===== src/rtl/sum_accum_16.sv =====
// Streaming 16-bit word summer: adds N_WORDS unsigned words, counts carry-outs
// (saturating, with sticky flag), and holds the result until the consumer takes it.
module sum_accum_16 #(
  parameter int N_WORDS = 4,
  parameter int CNT_W   = 8
) (
  input  logic             clk,
  input  logic             rst_n,
  input  logic             clr,
  input  logic             in_valid,
  output logic             in_ready,
  input  logic [15:0]      in_data,
  output logic             out_valid,
  input  logic             out_ready,
  output logic [15:0]      out_sum,
  output logic [CNT_W-1:0] out_carries,
  output logic             out_sat,
  output logic             busy
);

  typedef enum logic [1:0] {IDLE, ACC, HOLD} state_t;

  localparam logic [15:0] LAST_IDX = N_WORDS[15:0];

  state_t           state, state_nx;
  logic [15:0]      acc, acc_nx;
  logic [CNT_W-1:0] carries, carries_nx;
  logic             sat, sat_nx;
  logic [15:0]      idx, idx_nx;
  logic [16:0]      sum17;
  logic [15:0]      idx_inc;
  logic [CNT_W:0]   cnt_upd;
  logic             in_xfer;

  // Returns {hit_at_max, new_count}; the count sticks at all-ones.
  function automatic logic [CNT_W:0] sat_inc(input logic [CNT_W-1:0] cnt, input logic c);
    if (!c)
      return {1'b0, cnt};
    else if (&cnt)
      return {1'b1, cnt};
    else
      return {1'b0, cnt + {{(CNT_W-1){1'b0}}, 1'b1}};
  endfunction

  assign in_ready    = (state != HOLD);
  assign out_valid   = (state == HOLD);
  assign busy        = (state != IDLE);
  assign out_sum     = acc;
  assign out_carries = carries;
  assign out_sat     = sat;

  assign in_xfer = in_valid & in_ready;
  assign sum17   = {1'b0, acc} + {1'b0, in_data};
  assign idx_inc = idx + 16'd1;
  assign cnt_upd = sat_inc(carries, sum17[16]);

  always_comb begin
    state_nx   = state;
    acc_nx     = acc;
    carries_nx = carries;
    sat_nx     = sat;
    idx_nx     = idx;
    case (state)
      IDLE: begin
        if (in_xfer) begin
          acc_nx     = in_data;
          carries_nx = '0;
          sat_nx     = 1'b0;
          idx_nx     = 16'd1;
          state_nx   = ACC;
        end
      end
      ACC: begin
        if (in_xfer) begin
          acc_nx     = sum17[15:0];
          carries_nx = cnt_upd[CNT_W-1:0];
          sat_nx     = sat | cnt_upd[CNT_W];
          idx_nx     = idx_inc;
          if (idx_inc == LAST_IDX)
            state_nx = HOLD;
        end
      end
      HOLD: begin
        if (out_ready)
          state_nx = IDLE;
      end
      default: state_nx = IDLE;
    endcase
    // Abort wins over any simultaneous input or output transfer.
    if (clr) begin
      state_nx   = IDLE;
      acc_nx     = '0;
      carries_nx = '0;
      sat_nx     = 1'b0;
      idx_nx     = '0;
    end
  end

  always_ff @(posedge clk or negedge rst_n) begin
    if (!rst_n) begin
      state   <= IDLE;
      acc     <= '0;
      carries <= '0;
      sat     <= 1'b0;
      idx     <= '0;
    end else begin
      state   <= state_nx;
      acc     <= acc_nx;
      carries <= carries_nx;
      sat     <= sat_nx;
      idx     <= idx_nx;
    end
  end

endmodule


===== config.mk =====
export PLATFORM = sky130hd
export DESIGN_NAME = sum_accum_16
export DESIGN_NICKNAME = d
export VERILOG_FILES = /design/src/rtl/sum_accum_16.sv
export SDC_FILE = /design/constraint.sdc
export NUM_CORES = 1
export LEC_CHECK = 0
export CORE_UTILIZATION = 30
export DETAILED_ROUTE_END_ITERATION = 6
export DONT_BUFFER_PORTS = 1
export HOLD_SLACK_MARGIN = 0.06
export PLACE_DENSITY = 0.53
export SETUP_SLACK_MARGIN = 0.2
export SYNTH_ARGS = -nofsm -noshare
export SYNTH_HDL_FRONTEND = slang
export SYNTH_SLANG_ARGS = --single-unit

===== constraint.sdc =====
create_clock -name clk -period 2.95 [get_ports clk]
set_input_delay 0.59 -clock clk [delete_from_list [all_inputs] [get_ports clk]]
set_output_delay 0.59 -clock clk [all_outputs]
set_load 0.02 [all_outputs]

==> flow_metrics.env, run 1 <==
export IMPL_status="complete, no violations"
export IMPL_cts_sinks=43
export IMPL_crit_path_start_kind="flip-flop"
export IMPL_slowest_delay_ns=0.49
export IMPL_dp_hpwl_um=5800
export IMPL_routed_wirelength_um=7900
export IMPL_grt_pass1_vias=2511
export IMPL_setup_tns_final_ns=0
export IMPL_synth_nets=402
export IMPL_io_pins=49
export IMPL_syn_to_final_growth_pct=6.78
export IMPL_hold_viol_final=0
export IMPL_cts_made_buffers=5
export IMPL_cts_setup_buffers=0
export IMPL_antennaDiodeCount=0
export IMPL_finalClockSkew_ns=0.0103
export IMPL_synth_top_area_cell="dfrtp_1"
export IMPL_syn_cell_area_um2=3080
export IMPL_synthArstFlopShare_pct=100
export IMPL_critPathMaxFanout=5
export IMPL_tightest_slew_ns=0.602
export IMPL_relSlewSlack_pct=59.7
export IMPL_rsz0062_at_grt="false"
export IMPL_synth_ff_type="dfrtp_1"
export IMPL_grt_util_all_layers_pct=16.0
export IMPL_num_rows=36
export IMPL_ys_types=56
export IMPL_start_util_pct=31.2
export IMPL_crit_path_cell_trace="ha_1, a21o_1, and3_1, a211o_1, o31ai_2, o31ai_1, xnor2_1, o21ai_0"
export IMPL_cpMaxStageDelayCell="dfrtp_1"
export IMPL_fin_hold_ws_ns=0.126
export IMPL_syn_area_per_cell_um2=8.53
export IMPL_worstPathArrival_ns=2.73
export IMPL_first_pass_iters=4
export IMPL_final_min_clock_period_ns=2.52
export IMPL_leakagePower_uw=0.00142
export IMPL_finalNonFillerCells=487
export IMPL_final_area_um2=3290
export IMPL_die_h_um=103
export IMPL_path_buf_inv=0
export IMPL_drive_above_1_share_pct=7.63
export IMPL_worst_setup_path_type="reg2reg"
export IMPL_fp_coreArea_um2=9860
export IMPL_ys_seq_elements=43
export IMPL_dieArea_um2=10700
export IMPL_port_buffers=0
export IMPL_vdd_drop_max_uv=154
export IMPL_yosys_top_cells_area="dfrtp_1 (35%), ha_1 (7.7%), o21ai_0 (7.1%)"
export IMPL_place_area_um2=3190
export IMPL_h_tree_depth=2
export IMPL_wire_per_inst_um=16.2
export IMPL_cts_tree="yes"
export IMPL_power_density_nw_per_um2=397
export IMPL_place_congestion=0.785
export IMPL_fp_dieW_um=103
export IMPL_dp_cells=480
export IMPL_min_period_over_period_pct=85.3
export IMPL_synthCells=361
export IMPL_antenna_found_initial=0
export IMPL_end_kind="flip-flop"
export IMPL_cp_required_ns=3.16
export IMPL_drc_errors=0
export IMPL_seq_area_frac_synth_pct=34.9
export IMPL_cap_violations=0
export IMPL_fmax_mhz=397
export IMPL_grt_pass1_wl_um=13100
export IMPL_grt_max_degree=44
export IMPL_vias_per_cell=5.34
export IMPL_total_power_uw=1300
export IMPL_yosysWarnings=0
export IMPL_drv_slew=0
export IMPL_clockBufferDepth=2
export IMPL_antenna_left=0
export IMPL_vias=2601
export IMPL_synth_edff_count=0
export IMPL_synth_top_area_share_pct=34.9
export IMPL_root_buffer="clkbuf_8"
export IMPL_num_nets_final=396
export IMPL_cp_top_family="compound AO/OA/AOI/OAI gates"
export IMPL_dr_first_iter_drc_count=72
export IMPL_grt_overflow=0
export IMPL_clk_pin_slew_ns=0.09
export IMPL_insertion_delay_ns=0.30
export IMPL_setup_viol=0
export IMPL_hold_path_class="in2async"
==> worst paths after layout <==
| check | from | endpoint | slack (ns) | cells past startpoint |
|---|---|---|---|---|
| max in group asynchronous | rst_n | out_carries[1]$_DFFE_PN0P_ | 2.60 | 1 |
| hold / removal | rst_n | idx[3]$_DFFE_PN0P_ | 0.13 | 1 |
| min in group clk | clr | out_sum[2]$_DFFE_PN0P_ | 0.36 | 1 |
| hold reg to reg | state[1]$_DFFE_PN0P_ | state[0]$_DFFE_PN0P_ | 0.54 | 1 |
| setup reg to reg | out_sum[6]$_DFFE_PN0P_ | out_sum[15]$_DFFE_PN0P_ | 0.43 | 8 |
| setup / recovery | out_sum[6]$_DFFE_PN0P_ | out_sum[15]$_DFFE_PN0P_ | 0.43 | 8 |
==> kinds of logic after synthesis <==
kind of cell | after synthesis | share of synthesized area [%]
xor gates and xnor gates | 21 | 5.97
DFF | 43 | 34.9
muxes | 1 | 0.325
buffers and inverters | 28 | 4.31
adders and majority gates | 20 | 8.37
AOI/OAI and AO/OA | 115 | 24.6
and+or+nand+nor | 133 | 21.5
==> synth_stat cells, types with 9 or more instances <==
| cell | instances |
|---|---|
| a31oi_1 | 9 |
| dfrtp_1 | 43 |
| nand2_1 | 40 |
| clkbuf_1 | 12 |
| xnor2_1 | 9 |
| xor2_1 | 12 |
| inv_1 | 9 |
| ha_1 | 19 |
| a21oi_1 | 16 |
| nand3_1 | 15 |
| nor2_1 | 36 |
| o21ai_0 | 44 |
==> per-stage QoR <==
step / utilization [%] / worst slack [ns]
2_1_floorplan: - / 0.437
3_3_place_gp: 32.3 / 0.284
3_5_place_dp: 32.3 / 0.230
4_1_cts: 33.3 / 0.367
5_1_grt: 33.3 / 0.264
6_report: 33.3 / 0.434
==> placed cells by master, fill, tap and decap left out, types with 9 or more instances in the layout <==
master / netlist / final
nand3_1: 15 / 15
dfrtp_1: 43 / 42
o21ai_0: 44 / 44
a21oi_1: 16 / 16
nand2_1: 40 / 40
xnor2_1: 9 / 9
inv_1: 9 / 9
nor2_1: 36 / 35
ha_1: 19 / 19
xor2_1: 12 / 12
a31oi_1: 9 / 9
==> metal layers <==
layer	part of all wire, %	up-vias	GRT usage [%]
met4	1.0	0	3.90
met1	47	1234	21.5
met2	43	49	24.6
met5	0	-	0
met3	8.7	7	5.85
li1	-	1311	-
==> state kept, by name, indices dropped and copies added (netlist names) <==
signal / cells
idx: 16
state: 2
out_carries: 8
out_sat: 1
out_sum: 16
==> where the power goes <==
group	switching, uW	total, uW	internal [uW]
clock network	204	363	159
logic	167	282	115
registers	49.1	660	610
total	420	1300	884
==> layout make-up <==
cell class	count	area [um2]
flip-flops and latches	43	1080
clock buffers	6	72.6
well taps	133	166
inverters	9	33.8
repair buffers	6	65.1
fillers	1034	6580
multi-input cells	290	1870
==> timing repair <==
action                     4_1_cts  5_1_grt
hold endpoints to repair        43        0
resized for setup                0        1
setup endpoints to repair        0        1
hold buffers                     1        0
Power figures use the tool's default switching activity.
==> inputs of run 2 (changes only) <==
RECOVER_POWER = 50   (was not set)
==> flow_metrics.env, run 2 (synthesized netlist as in run 1, its figures left out) <==
export IMPL_hold_path_class="in2reg"
export IMPL_setup_viol=0
export IMPL_tightest_slew_ns=2.00
export IMPL_dieArea_um2=10700
export IMPL_clk_pin_slew_ns=0.08
export IMPL_start_util_pct=31.2
export IMPL_cts_sinks=43
export IMPL_antenna_left=0
export IMPL_h_tree_depth=2
export IMPL_hold_viol_final=0
export IMPL_grt_util_all_layers_pct=16.0
export IMPL_antennaDiodeCount=0
export IMPL_vias=2610
export IMPL_final_min_clock_period_ns=2.56
export IMPL_num_nets_final=396
export IMPL_fill_cells=1038
export IMPL_cap_violations=1
export IMPL_port_buffers=0
export IMPL_grt_pass1_wl_um=13100
export IMPL_antenna_found_initial=0
export IMPL_grt_max_degree=44
export IMPL_setup_tns_final_ns=0
export IMPL_vdd_drop_max_uv=154
export IMPL_drc_errors=0
export IMPL_vias_per_cell=5.36
export IMPL_rsz0062_at_grt="false"
export IMPL_dp_hpwl_um=5800
export IMPL_grt_pass1_vias=2511
export IMPL_violations="max-capacitance violations, max-slew violations"
export IMPL_hold_depth=1
export IMPL_reg2reg_depth=9
export IMPL_fp_dieW_um=103
export IMPL_root_buffer="clkbuf_8"
export IMPL_critPathMaxFanout=8
export IMPL_worst_setup_path_type="reg2reg"
export IMPL_worstPathArrival_ns=2.73
export IMPL_status="finished with violations"
export IMPL_layout_commonest_cell="o21ai_0"
export IMPL_power_density_nw_per_um2=398
export IMPL_place_congestion=0.785
export IMPL_place_area_um2=3190
export IMPL_final_area_um2=3270
export IMPL_io_pins=49
export IMPL_leakagePower_uw=0.00142
export IMPL_dr_first_iter_drc_count=92
export IMPL_worstSetupEndpoint="out_carries[6]$_DFFE_PN0P_"
export IMPL_syn_to_final_growth_pct=6.17
export IMPL_cp_required_ns=3.12
export IMPL_relSlewSlack_pct=-33.4
export IMPL_end_kind="flip-flop"
export IMPL_r2r_end="out_carries[6]$_DFFE_PN0P_"
export IMPL_finalClockSkew_ns=0.0103
export IMPL_min_period_over_period_pct=86.7
export IMPL_die_h_um=103
export IMPL_regToRegStartpoint="out_sum[1]$_DFFE_PN0P_"
export IMPL_grt_overflow=0
export IMPL_layout_common_cells="o21ai_0 (44), dfrtp_1 (43), nand2_1 (40)"
export IMPL_wire_per_inst_um=16.2
export IMPL_startpoint="out_sum[1]$_DFFE_PN0P_"
export IMPL_drive_above_1_share_pct=6.78
export IMPL_cts_made_buffers=5
export IMPL_cts_tree="yes"
export IMPL_clockBufferDepth=2
export IMPL_crit_path_start_kind="flip-flop"
export IMPL_drv_slew=44
export IMPL_num_rows=36
export IMPL_insertion_delay_ns=0.30
export IMPL_fmax_mhz=391
export IMPL_first_pass_iters=4
export IMPL_routed_wirelength_um=7890
export IMPL_fp_coreArea_um2=9860
export IMPL_r2r_slack_ns=0.39
run 2: how the worst min path moves through the flow:
stage                                   endpoint  slack [ns]  startpoint
after CTS                     idx[6]$_DFFE_PN0P_        0.14       rst_n
after global routing      out_sum[2]$_DFFE_PN0P_        0.35         clr
after floorplan               idx[0]$_DFFE_PN0P_        0.29       rst_n
final                     out_sum[2]$_DFFE_PN0P_        0.36         clr
after detailed placement     idx[10]$_DFFE_PN0P_        0.30       rst_n
after global placement       idx[10]$_DFFE_PN0P_        0.30       rst_n
run 2: metrics by stage:
| stage | setup slack [ns] | utilization (%) | hold WS [ns] | cells | total power [uW] |
|---|---|---|---|---|---|
| 2_1_floorplan | 0.437 | - | 0.294 | 361 | 881 |
| 3_3_place_gp | 0.284 | 32.3 | 0.296 | 480 | 935 |
| 5_1_grt | 0.197 | 33.2 | 0.345 | 487 | 1390 |
| 6_report | 0.392 | 33.2 | 0.361 | 487 | 1300 |
| 4_1_cts | 0.367 | 33.3 | 0.135 | 487 | 1330 |
| 3_5_place_dp | 0.230 | 32.3 | 0.296 | 480 | 938 |
run 2: area by class of cell:
type                    instances  area [um2]  area share, %
multi-input cells             290        1870           57.2
flip-flops and latches         43        1080           32.9
well taps                     133         166           5.09
clock buffers                   6        72.6           2.22
repair buffers                  6        50.0           1.53
inverters                       9        33.8           1.03
run 2: critical path: stages (launching register included):
cell,delay (ns)
dfrtp_1,0.51
inv_1,0.10
fa_1,0.43
nor2b_2,0.18
o31ai_2,0.11
a311o_2,0.44
a21oi_4,0.25
nand2_2,0.13
o211ai_1,0.19
o31ai_1,0.09
run 2: report_power, final:
part / switching (uW) / internal (uW) / total (uW)
logic: 167 / 112 / 279
clock network: 203 / 158 / 362
registers: 49.0 / 610 / 659
run 2: metal layers:
layer	track usage, %	routed length (um)	share of wire (%)	up-vias
met1	21.5	3700	47	1237
met5	0	0	0	-
met2	24.6	3390	43	54
li1	-	-	-	1312
met3	5.85	715	9.1	7
met4	3.90	80	1.0	0
run 2: timing repair:
action                     CTS  global route
hold buffers                 1             0
hold endpoints to repair    43             0
setup endpoints to repair    0             1
resized for setup            0             1
setup buffers                0             0
==> inputs of run 3 (changes only) <==
CTS_BUF_LIST = sky130_fd_sc_hd__clkbuf_16   (was not set)
==> flow_metrics.env, run 3 (synthesized netlist as in run 1, its figures left out) <==
export IMPL_drive_above_1_share_pct=6.78
export IMPL_hold_path_class="in2reg"
export IMPL_cap_violations=1
export IMPL_cts_hold_buf=1
export IMPL_dp_cells=480
export IMPL_num_nets_final=396
export IMPL_cts_made_buffers=5
export IMPL_fmax_mhz=392
export IMPL_min_period_over_period_pct=86.6
export IMPL_top_usage_layer="met2"
export IMPL_grt_use_met3_pct=5.85
export IMPL_port_buffers=0
export IMPL_io_pins=49
export IMPL_vdd_drop_max_uv=226
export IMPL_violations="max-capacitance violations, max-slew violations"
export IMPL_dieArea_um2=10700
export IMPL_cts_sinks=43
export IMPL_cts_setup_buffers=0
export IMPL_clkPwrFrac_pct=35.6
export IMPL_antenna_left=0
export IMPL_h_tree_depth=2
export IMPL_worstPathArrival_ns=2.71
export IMPL_dp_slack_ns=0.230
export IMPL_internal_power_uw=1020
export IMPL_switching_power_uw=433
export IMPL_r2r_slack_ns=0.40
export IMPL_fin_ws_ns=0.397
export IMPL_relSlewSlack_pct=-38.2
export IMPL_reg2reg_depth=9
export IMPL_finalNonFillerCells=487
export IMPL_grt_pass1_vias=2505
export IMPL_syn_to_final_growth_pct=7.92
export IMPL_start_util_pct=31.2
export IMPL_worst_setup_path_type="reg2reg"
export IMPL_clockBufferDepth=2
export IMPL_dp_hpwl_um=5800
export IMPL_num_rows=36
export IMPL_grt_max_degree=44
export IMPL_tightest_slew_ns=2.07
export IMPL_finalClockSkew_ns=0.00644
export IMPL_vias_per_cell=5.35
export IMPL_vias=2605
export IMPL_fp_dieW_um=103
export IMPL_fin_hold_ws_ns=0.381
export IMPL_first_pass_iters=4
export IMPL_antenna_found_initial=0
export IMPL_die_h_um=103
export IMPL_final_min_clock_period_ns=2.55
export IMPL_clk_pin_slew_ns=0.06
export IMPL_drv_slew=44
export IMPL_grt_overflow=0
export IMPL_crit_path_start_kind="flip-flop"
export IMPL_worstSetupEndpoint="out_carries[6]$_DFFE_PN0P_"
export IMPL_grt_use_met2_pct=24.5
export IMPL_leakagePower_uw=0.00144
export IMPL_switching_share_pct=29.7
export IMPL_startpoint="out_sum[1]$_DFFE_PN0P_"
export IMPL_cts_tree="yes"
export IMPL_cts_repair_resized=0
export IMPL_setup_tns_final_ns=0
export IMPL_root_buffer="clkbuf_16"
export IMPL_grt_util_all_layers_pct=15.9
export IMPL_regToRegStartpoint="out_sum[1]$_DFFE_PN0P_"
export IMPL_critPathMaxFanout=8
export IMPL_end_kind="flip-flop"
export IMPL_total_power_uw=1460
export IMPL_antennaDiodeCount=0
export IMPL_met1_usage_pct=21.4
export IMPL_wire_per_inst_um=16.1
export IMPL_setup_viol=0
export IMPL_cp_required_ns=3.10
export IMPL_insertion_delay_ns=0.28
export IMPL_layout_common_cells="o21ai_0 (44), dfrtp_1 (43), nand2_1 (40)"
export IMPL_status="finished with violations"
export IMPL_fp_coreArea_um2=9860
export IMPL_power_density_nw_per_um2=439
export IMPL_layout_commonest_cell="o21ai_0"
export IMPL_dr_first_iter_drc_count=79
export IMPL_routed_wirelength_um=7830
export IMPL_power_frac_comb_pct=19.1
export IMPL_grt_pass1_wl_um=13100
export IMPL_hold_viol_final=0
export IMPL_r2r_end="out_carries[6]$_DFFE_PN0P_"
export IMPL_place_congestion=0.785
export IMPL_drc_errors=0
export IMPL_rsz0062_at_grt="false"
export IMPL_pwr_share_seq_pct=45.3
-- run 3: changes by cell type in the layout (fill, tap and decap cells not counted) --
cell / change
clkbuf_16: +5
clkbuf_8: -5
clkbuf_1: -1
clkdlybuf4s25_1: +1
dlymetal6s4s_1: -1
inv_1: +1
-- run 3: worst max-delay path, cell delays in order, from the launching register on --
cell      delay, ns
dfrtp_1        0.51
inv_1          0.10
fa_1           0.43
nor2b_2        0.18
o31ai_2        0.10
a311o_2        0.45
a21oi_4        0.25
nand2_2        0.13
o211ai_1       0.19
o31ai_1        0.09
-- run 3: worst min-delay path by stage --
stage	cells after the start	start	slack (ns)	endpoint
2_1_floorplan	0	rst_n	0.29	idx[0]$_DFFE_PN0P_
3_3_place_gp	0	rst_n	0.30	idx[10]$_DFFE_PN0P_
3_5_place_dp	0	rst_n	0.30	idx[10]$_DFFE_PN0P_
4_1_cts	1	rst_n	0.16	idx[10]$_DFFE_PN0P_
5_1_grt	1	clr	0.37	out_sum[2]$_DFFE_PN0P_
6_report	1	clr	0.38	out_sum[2]$_DFFE_PN0P_
-- run 3: layout make-up --
cell class,instances,area (um2)
Inverter,9,33.8
Clock buffer,5,125
Sequential cell,43,1080
Multi-Input combinational cell,290,1870
Fill cell,1032,6540
Clock inverter,1,3.75
Tap cell,133,166
Timing Repair Buffer,6,47.5
-- run 3: per-stage QoR --
| step | cell area (um2) | util (%) |
|---|---|---|
| 3_5_place_dp | 3190 | 32.3 |
| 3_3_place_gp | 3190 | 32.3 |
| 5_1_grt | 3320 | 33.7 |
| 4_1_cts | 3340 | 33.9 |
| 6_report | 3320 | 33.7 |
| 2_1_floorplan | 3080 | - |
-- run 3: metal layers --
metal,share of wire (%),wire length [um],vias to the layer above
li1,-,-,1313
met1,48,3730,1239
met2,43,3370,49
met3,8.5,665,4
met4,0.79,62,0
met5,0,0,-
-- run 3: power by group through the flow --
stage | Clock [uW] | Sequential (uW) | Combinational (uW)
6_report | 519 | 660 | 279
5_1_grt | 561 | 665 | 317
4_1_cts | 541 | 661 | 285
3_5_place_dp | 0 | 672 | 265
3_3_place_gp | 0 | 671 | 264
2_1_floorplan | 0 | 664 | 217
